## src/rtl/transmission_estimator.sv

```systemverilog
// Dehaze transmission-map stage: t = max(1 - omega*min_c(min3x3(I_c)/A_c), t0) in Q0.16,
// with double-buffered A / 1/A banks swapped at frame boundaries.
module transmission_estimator #(
   parameter int unsigned OMEGA_Q8 = 243,
   parameter int unsigned T0_Q16   = 6554
) (
   input  logic        clk,
   input  logic        rst,
   input  logic        in_valid,
   input  logic [23:0] in_pixel_1,
   input  logic [23:0] in_pixel_2,
   input  logic [23:0] in_pixel_3,
   input  logic [23:0] in_pixel_4,
   input  logic [23:0] in_pixel_5,
   input  logic [23:0] in_pixel_6,
   input  logic [23:0] in_pixel_7,
   input  logic [23:0] in_pixel_8,
   input  logic [23:0] in_pixel_9,
   input  logic        a_valid,
   input  logic [7:0]  a_r,
   input  logic [7:0]  a_g,
   input  logic [7:0]  a_b,
   input  logic [15:0] inv_a_r,
   input  logic [15:0] inv_a_g,
   input  logic [15:0] inv_a_b,
   input  logic        frame_start,
   output logic        out_valid,
   output logic [15:0] t_out,
   output logic [23:0] centre_out,
   output logic [7:0]  act_a_r,
   output logic [7:0]  act_a_g,
   output logic [7:0]  act_a_b,
   output logic        a_pending
);

   // Channel index 0 = R, 1 = G, 2 = B throughout.
   logic [23:0] pix [9];
   logic [7:0]  a_in [3];
   logic [15:0] inv_in [3];

   logic [7:0]  act_a_q [3], act_a_d [3], sh_a_q [3], sh_a_d [3];
   logic [15:0] act_inv_q [3], act_inv_d [3], sh_inv_q [3], sh_inv_d [3];
   logic        pending_q, pending_d;

   logic [7:0]  s1_min_q [3], s1_min_d [3];
   logic [15:0] s1_inv_q [3], s1_inv_d [3];
   logic [23:0] s1_centre_q, s1_centre_d, s2_centre_q, s3_centre_q, centre_q;
   logic [23:0] prod [3];
   logic [15:0] s2_r_q [3], s2_r_d [3];
   logic [15:0] s3_d_q, s3_d_d;
   logic [15:0] t_raw, t_q, t_d;
   logic [3:0]  valid_q, valid_d;

   assign pix[0] = in_pixel_1;
   assign pix[1] = in_pixel_2;
   assign pix[2] = in_pixel_3;
   assign pix[3] = in_pixel_4;
   assign pix[4] = in_pixel_5;
   assign pix[5] = in_pixel_6;
   assign pix[6] = in_pixel_7;
   assign pix[7] = in_pixel_8;
   assign pix[8] = in_pixel_9;

   assign a_in[0]   = a_r;
   assign a_in[1]   = a_g;
   assign a_in[2]   = a_b;
   assign inv_in[0] = inv_a_r;
   assign inv_in[1] = inv_a_g;
   assign inv_in[2] = inv_a_b;

   always_comb begin
      // Swap reads the pre-edge shadow, so a coincident a_valid lands in the shadow only.
      for (int c = 0; c < 3; c++) begin
         act_a_d[c]   = (frame_start && pending_q) ? sh_a_q[c] : act_a_q[c];
         act_inv_d[c] = (frame_start && pending_q) ? sh_inv_q[c] : act_inv_q[c];
         sh_a_d[c]    = a_valid ? a_in[c] : sh_a_q[c];
         sh_inv_d[c]  = a_valid ? inv_in[c] : sh_inv_q[c];
      end
      pending_d = a_valid ? 1'b1 : (frame_start ? 1'b0 : pending_q);

      for (int c = 0; c < 3; c++) begin
         s1_min_d[c] = 8'hFF;
         s1_inv_d[c] = act_inv_q[c];
         for (int i = 0; i < 9; i++) begin
            if (pix[i][8*(2-c) +: 8] < s1_min_d[c]) s1_min_d[c] = pix[i][8*(2-c) +: 8];
         end
      end
      s1_centre_d = pix[4];

      for (int c = 0; c < 3; c++) begin
         prod[c]   = 24'(s1_min_q[c]) * 24'(s1_inv_q[c]);
         s2_r_d[c] = (prod[c][23:16] != 8'd0) ? 16'hFFFF : prod[c][15:0];
      end

      s3_d_d = s2_r_q[0];
      if (s2_r_q[1] < s3_d_d) s3_d_d = s2_r_q[1];
      if (s2_r_q[2] < s3_d_d) s3_d_d = s2_r_q[2];

      t_raw   = 16'hFFFF - 16'((24'(s3_d_q) * 24'(OMEGA_Q8)) >> 8);
      t_d     = (t_raw < 16'(T0_Q16)) ? 16'(T0_Q16) : t_raw;
      valid_d = {valid_q[2:0], in_valid};
   end

   always_ff @(posedge clk) begin
      if (rst) begin
         for (int c = 0; c < 3; c++) begin
            act_a_q[c]   <= 8'd255;
            sh_a_q[c]    <= 8'd255;
            act_inv_q[c] <= 16'd257;
            sh_inv_q[c]  <= 16'd257;
            s1_min_q[c]  <= '0;
            s1_inv_q[c]  <= '0;
            s2_r_q[c]    <= '0;
         end
         pending_q   <= 1'b0;
         s1_centre_q <= '0;
         s2_centre_q <= '0;
         s3_centre_q <= '0;
         centre_q    <= '0;
         s3_d_q      <= '0;
         t_q         <= '0;
         valid_q     <= '0;
      end else begin
         for (int c = 0; c < 3; c++) begin
            act_a_q[c]   <= act_a_d[c];
            sh_a_q[c]    <= sh_a_d[c];
            act_inv_q[c] <= act_inv_d[c];
            sh_inv_q[c]  <= sh_inv_d[c];
            s1_min_q[c]  <= s1_min_d[c];
            s1_inv_q[c]  <= s1_inv_d[c];
            s2_r_q[c]    <= s2_r_d[c];
         end
         pending_q   <= pending_d;
         s1_centre_q <= s1_centre_d;
         s2_centre_q <= s1_centre_q;
         s3_centre_q <= s2_centre_q;
         centre_q    <= s3_centre_q;
         s3_d_q      <= s3_d_d;
         t_q         <= t_d;
         valid_q     <= valid_d;
      end
   end

   assign out_valid  = valid_q[3];
   assign t_out      = t_q;
   assign centre_out = centre_q;
   assign act_a_r    = act_a_q[0];
   assign act_a_g    = act_a_q[1];
   assign act_a_b    = act_a_q[2];
   assign a_pending  = pending_q;

endmodule
```

## config.mk

```make
export PLATFORM = sky130hd
export DESIGN_NAME = transmission_estimator
export DESIGN_NICKNAME = d
export VERILOG_FILES = /design/src/rtl/transmission_estimator.sv
export SDC_FILE = /design/constraint.sdc
export NUM_CORES = 2
export LEC_CHECK = 0
export ABC_AREA = 1
export CAP_MARGIN = 20
export CORE_MARGIN = 4
export CORE_UTILIZATION = 63
export CTS_CLUSTER_SIZE = 30
export DETAILED_ROUTE_END_ITERATION = 8
export PLACE_DENSITY_LB_ADDON = 0.25
export SLEW_MARGIN = 30
export SYNTH_ARGS = -nofsm -noshare
export SYNTH_HDL_FRONTEND = slang
export SYNTH_SLANG_ARGS = --single-unit
```

## constraint.sdc

```tcl
create_clock -name clk -period 24.3 [get_ports clk]
set_clock_uncertainty 0.2 [all_clocks]
set_input_delay 3.645 -clock clk [delete_from_list [all_inputs] [get_ports clk]]
set_output_delay 3.645 -clock clk [all_outputs]
set_load 0.01 [all_outputs]
```

==> results.toml <==
[run]
maxCapViolCount = 0

[setup_path]
cp-start-kind = "input port"
max_stage_delay_ns = 0.49
end_kind = "flop"
required_ns = 24.57
critPathSlowestCell = "a211oi_1"
worstSetupPathType = "input port to flop"
rrSetupSlack_ns = 16.58
crit_arrival_ns = 16.07
worstPathMaxFanout = 15

[synth]
synth-seq-cells = 397
synthCells = 4559
synth_area_mm2 = 0.0334
seq_area_frac_synth = 0.238
syn-num-nets = 5501
async_reset_ff_frac = 0
synth_edf_count = 0
ys_types = 40
ys.flop_type = "dfxtp_1"
yosys_warnings = 0
syn_area_per_cell_um2 = 7.32

[clock_tree]
cts.htree.levels = 2
cts.sinks = 397
cts_buffers = 44
cts_setup_buffers = 0
cts_tree = "done"
cts_hold_buf = 0
cts_root_buf = "clkbuf_16"
clkTransAtPathRegs_ns = 0.06
clkLatencyLatePin_ns = 0.60
post_cts_resize_count = 0
cts_buffer_depth = 3

[final_layout]
drive_gt1_frac = 0.0301
fin_cells = 5500
mostFrequentLayoutCell = "nand2_1"
final_cell_mix = "nand2_1, inv_1, dfxtp_1"
area_delta_synth_final_pct = 15.9
final_nets = 5719

[sta]
timing.fmax_mhz = 63.3
post-route-period-util = 0.650
worst_pin_slew_ns = 0.903
slew_viol_final = 0
max_slew_margin = 0.398
setup_viol = 0
hold_viol_final = 0
setup-tns-final_ns = 0
layout_min_cycle_time_ns = 15.80
rsz0062_at_grt = "no"

[placed_design]
gp_congestion = 0.953
dp_cells = 5418
dpl.hpwl_um = 66300
port_buffers = 358

[drt]
via_count = 28600
dr.pass1.iters = 5
drt_drc_violations_left = 0
drtIter0Drc = 1763
routed_wl_um = 83800
ant_nets = 0
via_per_inst = 5.20
post_drt_wl_per_cell_um = 15.2

[global_route]
grt_max_degree = 126
antenna_found_initial = 4
first_global_vias = 28800
grt-ovfl-total = 0
grtUsageTotal = 0.294
grt_first_pass_wirelength_um = 138000

[floorplan]
initial_core_util = 0.635
core_mm2 = 0.0526
fp-row-count = 84
die_w_um = 238
io_pins = 359
die_h_um = 238
die-area_mm2 = 0.0567

[pwr]
vdd_drop_max_mv = 0.0770
leakage_nw = 21.1
pwr_density_cell_mw_per_mm2 = 97.9

[min_path]
min_path_type = "flop to flop"

[outcome]
status = "finished clean"
[through the flow]
stage               worst slack [ns]  power [W]  utilization  cell area, um2  hold slack, ns
finish                          8.50    0.00378        0.736           38700           0.198
CTS                             8.35    0.00379        0.736           38700           0.200
detailed placement              7.79    0.00307        0.707           37200           0.193
global route                    7.10    0.00419        0.736           38700           0.211
global placement                8.19    0.00299        0.707           37200           0.189
floorplan                       9.50    0.00254            -           33400           0.188
[cell families after synthesis]
logic type,after synthesis,share of synthesized area
compound gates,569,0.0928
xor+xnor,72,0.0189
fa+ha+maj,649,0.312
buf+inv,1169,0.132
flops,397,0.238
simple gates,1703,0.206
[registers in the layout (all words and copies together), names as in the netlist]
name / count
s1_centre_q: 24
valid_q: 4
s3_centre_q: 24
centre_out: 24
act_a_q: 24
sh_a_q: 24
s1_min_q: 24
a_pending: 1
t_out: 16
s3_d_q: 16
s2_centre_q: 24
s2_r_q: 48
act_inv_q: 48
s1_inv_q: 48
sh_inv_q: 48
[synthesized netlist by cell type, types with 10 or more instances]
library cell,number,share of area
nand2_1,1031,0.12
inv_1,955,0.11
dfxtp_1,397,0.24
nor2_1,369,0.042
ha_1,346,0.13
fa_1,303,0.18
o21ai_0,261,0.039
nand3_1,227,0.034
a21oi_1,210,0.031
clkbuf_1,192,0.022
xor2_1,45,0.012
nand2_2,42,0.0079
xnor2_1,27,0.0071
a211oi_1,25,0.0056
o21bai_1,21,0.0047
o21a_1,14,0.0031
nand3b_1,13,0.0029
o211ai_1,13,0.0029
clkinv_1,10,0.0011
[area by class of cell]
cell class	instances	area, um2
clock inverters	20	254
repair buffers	375	3710
multi-input cells	2993	21000
diodes	1	2.50
flip-flops and latches	397	7950
fillers	4096	13900
well taps	688	861
clock buffers	60	1240
inverters	966	3630
[path summary, 6_finish.rpt]
check                                  endpoint            start  cells after the start
worst min-delay path            s2_centre_q[14]  s1_centre_q[14]                      2
worst min register to register  s2_centre_q[14]  s1_centre_q[14]                      2
worst max-delay path             s1_min_q[0][9]   in_pixel_1[13]                     53
worst max register to register         t_out[0]        s3_d_q[2]                     39
[metal layers]
| metal | GRT usage | vias up | wire [um] |
|---|---|---|---|
| met4 | 0.0985 | 6 | 2790 |
| met5 | 0 | - | 55 |
| met1 | 0.373 | 13300 | 34700 |
| met2 | 0.511 | 852 | 40800 |
| met3 | 0.0503 | 177 | 5490 |
| li1 | - | 14300 | - |
[worst max-delay path, delay by kind of cell]
family,cells,cell delay [ns]
buf+inv,4,0.83
compound gates,23,6.67
fa+ha+maj,8,2.40
simple gates,18,2.53
[report_power, final]
part | switching, W | internal [W]
sequential | 0.000157 | 0.000763
clock | 0.000288 | 0.000396
combinational | 0.00129 | 0.000893
(Power assumes the default switching activity.)
